--- src/rtl/bus_rr_arbiter.sv ---
// bus_rr_arbiter
//   Round-robin arbiter placing NrHosts requesters onto one downstream bus
//   that has a single outstanding transaction. A request that is not granted
//   right away is frozen (HOLD) until the downstream grants it or the host
//   withdraws. Responses are routed back to the host that owns the transaction.
//
//   Optional feature: define BUS_ARB_TIMEOUT_EN to compile in a response
//   timeout. After TimeoutCycles cycles in WAIT_RSP without a response, an
//   error response is returned to the owner and timeout_o pulses.
//
// Ports
//   clk_i, rst_i    clock, synchronous active-high reset
//   host_req_i      per-host request
//   host_gnt_o      per-host grant (one-hot or zero)
//   host_rvalid_o   per-host response valid
//   host_err_o      per-host response error
//   host_sel_o      index of the host currently driving the downstream bus
//   bus_req_o       downstream request
//   bus_gnt_i       downstream grant
//   bus_rvalid_i    downstream response valid
//   bus_err_i       downstream response error
//   unsolicited_o   sticky: a response arrived with no transaction outstanding
//   timeout_o       one-cycle pulse on response timeout
module bus_rr_arbiter #(
   parameter int unsigned NrHosts       = 2,
   parameter int unsigned TimeoutCycles = 16
) (
   input  logic                       clk_i,
   input  logic                       rst_i,
   input  logic [NrHosts-1:0]         host_req_i,
   output logic [NrHosts-1:0]         host_gnt_o,
   output logic [NrHosts-1:0]         host_rvalid_o,
   output logic [NrHosts-1:0]         host_err_o,
   output logic [$clog2(NrHosts)-1:0] host_sel_o,
   output logic                       bus_req_o,
   input  logic                       bus_gnt_i,
   input  logic                       bus_rvalid_i,
   input  logic                       bus_err_i,
   output logic                       unsolicited_o,
   output logic                       timeout_o
);

   localparam int unsigned SelW = $clog2(NrHosts);

   typedef enum logic [1:0] {
      IDLE,
      HOLD,
      WAIT_RSP
   } state_e;

   state_e            state_q, state_d;
   logic [SelW-1:0]   last_ptr_q, last_ptr_d;
   logic [SelW-1:0]   owner_q, owner_d;
   logic [SelW-1:0]   frozen_q, frozen_d;
   logic              unsol_q, unsol_d;

   logic [SelW-1:0]   arb_idx;
   logic              arb_valid;
   logic [SelW-1:0]   sel;
   logic              bus_req;
   logic              handshake;
   logic              rsp_hit;
   logic              timeout_hit;

   // Rotating priority search: first requester strictly after last_ptr_q.
   always_comb begin
      int unsigned     cand;
      logic [SelW-1:0] cand_idx;
      arb_idx   = '0;
      arb_valid = 1'b0;
      cand      = 0;
      cand_idx  = '0;
      for (int unsigned k = 1; k <= NrHosts; k++) begin
         cand     = (32'(last_ptr_q) + k) % NrHosts;
         cand_idx = cand[SelW-1:0];
         if (!arb_valid && host_req_i[cand_idx]) begin
            arb_idx   = cand_idx;
            arb_valid = 1'b1;
         end
      end
   end

`ifdef BUS_ARB_TIMEOUT_EN
   logic [7:0] cnt_q, cnt_d;

   assign timeout_hit = (state_q == WAIT_RSP) && !bus_rvalid_i &&
                        (cnt_q == 8'(TimeoutCycles - 1));

   always_comb begin
      cnt_d = cnt_q;
      if (state_d == WAIT_RSP && state_q != WAIT_RSP) begin
         cnt_d = '0;
      end else if (state_q == WAIT_RSP && !bus_rvalid_i) begin
         cnt_d = cnt_q + 8'd1;
      end
   end

   always_ff @(posedge clk_i) begin
      if (rst_i) begin
         cnt_q <= '0;
      end else begin
         cnt_q <= cnt_d;
      end
   end
`else
   assign timeout_hit = 1'b0;
`endif

   // State register
   always_ff @(posedge clk_i) begin
      if (rst_i) begin
         state_q    <= IDLE;
         last_ptr_q <= SelW'(NrHosts - 1);
         owner_q    <= '0;
         frozen_q   <= '0;
         unsol_q    <= 1'b0;
      end else begin
         state_q    <= state_d;
         last_ptr_q <= last_ptr_d;
         owner_q    <= owner_d;
         frozen_q   <= frozen_d;
         unsol_q    <= unsol_d;
      end
   end

   // Next-state logic
   always_comb begin
      state_d    = state_q;
      last_ptr_d = last_ptr_q;
      owner_d    = owner_q;
      frozen_d   = frozen_q;
      unsol_d    = unsol_q | (bus_rvalid_i && state_q != WAIT_RSP);
      unique case (state_q)
         IDLE: begin
            if (handshake) begin
               state_d = WAIT_RSP;
            end else if (arb_valid) begin
               state_d  = HOLD;
               frozen_d = arb_idx;
            end
         end
         HOLD: begin
            if (handshake) begin
               state_d = WAIT_RSP;
            end else if (!bus_req) begin
               state_d = IDLE;
            end
         end
         WAIT_RSP: begin
            if (rsp_hit || timeout_hit) begin
               state_d = IDLE;
            end
         end
         default: state_d = IDLE;
      endcase
      if (handshake) begin
         last_ptr_d = sel;
         owner_d    = sel;
      end
   end

   // Output logic
   always_comb begin
      sel     = owner_q;
      bus_req = 1'b0;
      unique case (state_q)
         IDLE: begin
            sel     = arb_idx;
            bus_req = arb_valid;
         end
         HOLD: begin
            sel     = frozen_q;
            bus_req = host_req_i[frozen_q];
         end
         default: begin
            sel     = owner_q;
            bus_req = 1'b0;
         end
      endcase
      handshake = bus_req && bus_gnt_i && !rst_i;
      rsp_hit   = (state_q == WAIT_RSP) && bus_rvalid_i;

      host_gnt_o    = '0;
      host_rvalid_o = '0;
      host_err_o    = '0;
      if (handshake) begin
         host_gnt_o[sel] = 1'b1;
      end
      if (!rst_i && rsp_hit) begin
         host_rvalid_o[owner_q] = 1'b1;
         host_err_o[owner_q]    = bus_err_i;
      end else if (!rst_i && timeout_hit) begin
         host_rvalid_o[owner_q] = 1'b1;
         host_err_o[owner_q]    = 1'b1;
      end
   end

   assign host_sel_o    = sel;
   assign bus_req_o     = bus_req && !rst_i;
   assign timeout_o     = timeout_hit && !rst_i;
   assign unsolicited_o = unsol_q;

endmodule

--- config.mk ---
export PLATFORM = sky130hd
export DESIGN_NAME = bus_rr_arbiter
export DESIGN_NICKNAME = d
export VERILOG_FILES = /design/src/rtl/bus_rr_arbiter.sv
export SDC_FILE = /design/constraint.sdc
export NUM_CORES = 1
export LEC_CHECK = 0
export ABC_AREA = 1
export CAP_MARGIN = 20
export CORE_AREA = 2 2 39 41
export DETAILED_ROUTE_END_ITERATION = 12
export DIE_AREA = 0 0 41 43
export GPL_ROUTABILITY_DRIVEN = 0
export GPL_TIMING_DRIVEN = 0
export PLACE_DENSITY = 0.64
export SYNTH_ARGS = -nofsm -noshare
export SYNTH_HDL_FRONTEND = slang
export SYNTH_SLANG_ARGS = --single-unit
--- constraint.sdc ---
create_clock -name clk_i -period 1.69 [get_ports clk_i]
set_clock_uncertainty 0.2 [all_clocks]
set_input_delay 0.338 -clock clk_i [delete_from_list [all_inputs] [get_ports clk_i]]
set_output_delay 0.338 -clock clk_i [all_outputs]
set_load 0.05 [all_outputs]
==> impl_metrics.tcl <==
set metrics [dict create \
    crit_required_ns 1.15 \
    synth_seq_cells 6 \
    leakagePower_nw 0.341 \
    status "finished with violations" \
    grt.total_usage 0.141 \
    wl_per_cell_um 9.50 \
    cts_tree "yes" \
    dr_total_vias 426 \
    r2r_cells 8 \
    synth-compound-area-share 0.123 \
    port_buffers 14 \
    num_io_pins 17 \
    grt_overflow 0 \
    yosysWarnings 0 \
    drive_gt1_frac 0.529 \
    switchingPower_mw 0.181 \
    finalSetupViolations 7 \
    clock_sinks 6 \
    grt_antenna_before_repair 0 \
    clockBufferDepth 2 \
    cp_num_buf_inv 3 \
    combPwrFrac 0.401 \
    power.share.clock 0.262 \
    hold_path.class "in -> reg" \
    startpoint "state_q[0]" \
    cp_max_fo 3 \
    max-cap-violations 0 \
    antennaDiodeCount 0 \
    yosysSeqAreaShare 0.318 \
    clkTransAtPathRegs_ns 0.05 \
    row_count 14 \
    critPathArrivalTime_ns 1.34 \
    synth_top_family_by_area "simple AND/OR/NAND/NOR gates" \
    core_area_mm2 0.00138 \
    die_w_um 41 \
    reg2reg_from "state_q[0]" \
    slowest_stage "dfxtp_4" \
    crit_chain "inv_2 -> nor2_4 -> nand2_2 -> a21oi_4 -> nand3_2 -> clkinvlp_4 -> buf_8" \
    clock_latency_ns 0.24 \
    fmax_mhz 531 \
    timing.final.hold_violations 0 \
    synth-xor-area-share 0 \
    design.die.area_mm2 0.00176 \
    cp-end-kind "primary output" \
    grt_setup_unrepaired "yes" \
    irDropWorstVdd_mv 0.471 \
    grt_pass1_wl_mm 1.66 \
    synth_area_um2 378 \
    crit_path_end "host_gnt_o[1]" \
    route.detailed.drc 0 \
    drtIter0Drc 4 \
    slowest_delay_ns 0.36 \
    final_max_slew_viol_count 0 \
    intPower_mw 0.316 \
    yosysUniqueCellTypes 18 \
    cts-htree-levels 1 \
    synth_mux_area_frac 0 \
    cts_buffers 3 \
    nets 94 \
    root_buffer "clkbuf_4" \
    cp.depth 7 \
    path_delay_family "flip-flops" \
    synth_area_per_cell_um2 6.09 \
    violations "negative setup slack" \
    layout_commonest_cell "inv_1" \
    yosys.area_share.simple 0.387 \
    post_synth_fa_ha_maj_area_fraction 0 \
    layout_setup_ws_ns -0.191 \
    synth_nets 69 \
    layout_min_cycle_time_ns 1.88 \
    power.total_mw 0.498 \
    start_util 0.273 \
    area_growth_pct 101 \
    drt-total-wl_um 959 \
    rrSetupSlack_ns 0.41 \
    crit_type "reg -> out" \
    routed_via_density 4.22 \
    critPathLaunchType "flop" \
    period_share 1.11 \
    r2r_end "owner_q" \
    whs_ns 0.180 \
    p_seq_frac 0.337 \
    synth_cells 62 \
    grt_pass1_vias 427 \
    antenna_left 0 \
    p_sw_frac 0.364 \
    grt_max_degree 9 \
    power_density_mw_per_mm2 657 \
    dpl.hpwl_um 746 \
    mostFrequentLayoutCells "10 x inv_1, 9 x nand2_1, 7 x buf_4" \
    first_pass_iters 4 \
    dieHeight_um 43 \
]
## layout make-up
class	count	area, µm²
Sequential cell	6	130
Buffer	2	12.5
Tap cell	16	20.0
Clock buffer	3	22.5
Inverter	13	52.6
Timing Repair Buffer	20	213
Multi-Input combinational cell	41	308
Fill cell	136	626
## sequential cells by signal, summed over array words and instances, names as in the netlist
signal	count
last_ptr_q	1
frozen_q	1
owner_q	1
state_q	2
unsolicited_o	1
## power by group through the flow
stage          combinational [mW]  sequential [mW]  clock (mW)
3_5_place_dp                0.165            0.167           0
2_1_floorplan               0.113            0.172           0
3_3_place_gp                0.163            0.167           0
6_report                    0.200            0.168       0.130
4_1_cts                     0.188            0.167       0.140
5_1_grt                     0.215            0.169       0.150
## repair_timing
| item | in CTS | in global routing |
|---|---|---|
| hold endpoints to repair | 0 | 0 |
| resized for setup | 78 | 4 |
| buffers inserted | 4 | 2 |
| pin swaps | 7 | 1 |
| hold buffers | 0 | 0 |
| setup endpoints to repair | 9 | 8 |
## synthesized netlist by cell type
| cell type | count | share of area |
|---|---|---|
| a21oi_1 | 4 | 0.053 |
| a21oi_2 | 1 | 0.023 |
| buf_4 | 1 | 0.020 |
| clkbuf_2 | 1 | 0.013 |
| conb_1 | 1 | 0.0099 |
| dfxtp_1 | 6 | 0.32 |
| inv_1 | 13 | 0.13 |
| nand2_1 | 11 | 0.11 |
| nand2_2 | 3 | 0.050 |
| nand3_1 | 4 | 0.053 |
| nand3_2 | 1 | 0.026 |
| nor2_1 | 9 | 0.089 |
| nor2_2 | 1 | 0.017 |
| nor3_1 | 2 | 0.026 |
| o211ai_1 | 1 | 0.020 |
| o21ai_0 | 1 | 0.013 |
| o21ai_1 | 1 | 0.013 |
| or2_0 | 1 | 0.017 |
## how the worst min path moves through the flow
stage | from | to | slack [ns] | cells past startpoint
floorplan | last_ptr_q | last_ptr_q | 0.23 | 2
global placement | unsolicited_o | unsolicited_o | 0.26 | 2
detailed placement | unsolicited_o | unsolicited_o | 0.27 | 2
CTS | rst_i | state_q[1] | 0.17 | 2
global route | rst_i | state_q[1] | 0.18 | 2
finish | rst_i | state_q[1] | 0.18 | 2
## logic make-up (layout without fill, tap and decap cells)
kind of cell    after synthesis  after routing
compound gates                8              8
other cells                   1              1
flops                         6              6
simple gates                 32             32
buf+inv                      15             38
## metal layers
| metal | up-vias | global-route usage | share of wire |
|---|---|---|---|
| li1 | 233 | - | - |
| met2 | 10 | 0.213 | 0.52 |
| met5 | - | 0 | 0 |
| met1 | 183 | 0.176 | 0.43 |
| met4 | 0 | 0.0800 | 0 |
| met3 | 0 | 0.0314 | 0.043 |
## metrics by stage
stage	util	setup TNS [ns]	setup WS (ns)	std cells	cell area (µm²)
floorplan	-	-0.368	-0.162	62	468
global placement	0.454	-7.31	-1.12	92	628
detailed placement	0.454	-7.50	-1.14	92	628
CTS	0.526	-1.07	-0.196	99	728
global route	0.548	-1.46	-0.267	101	758
finish	0.548	-0.998	-0.191	101	758
No activity file was read; power rests on OpenSTA's default activity.
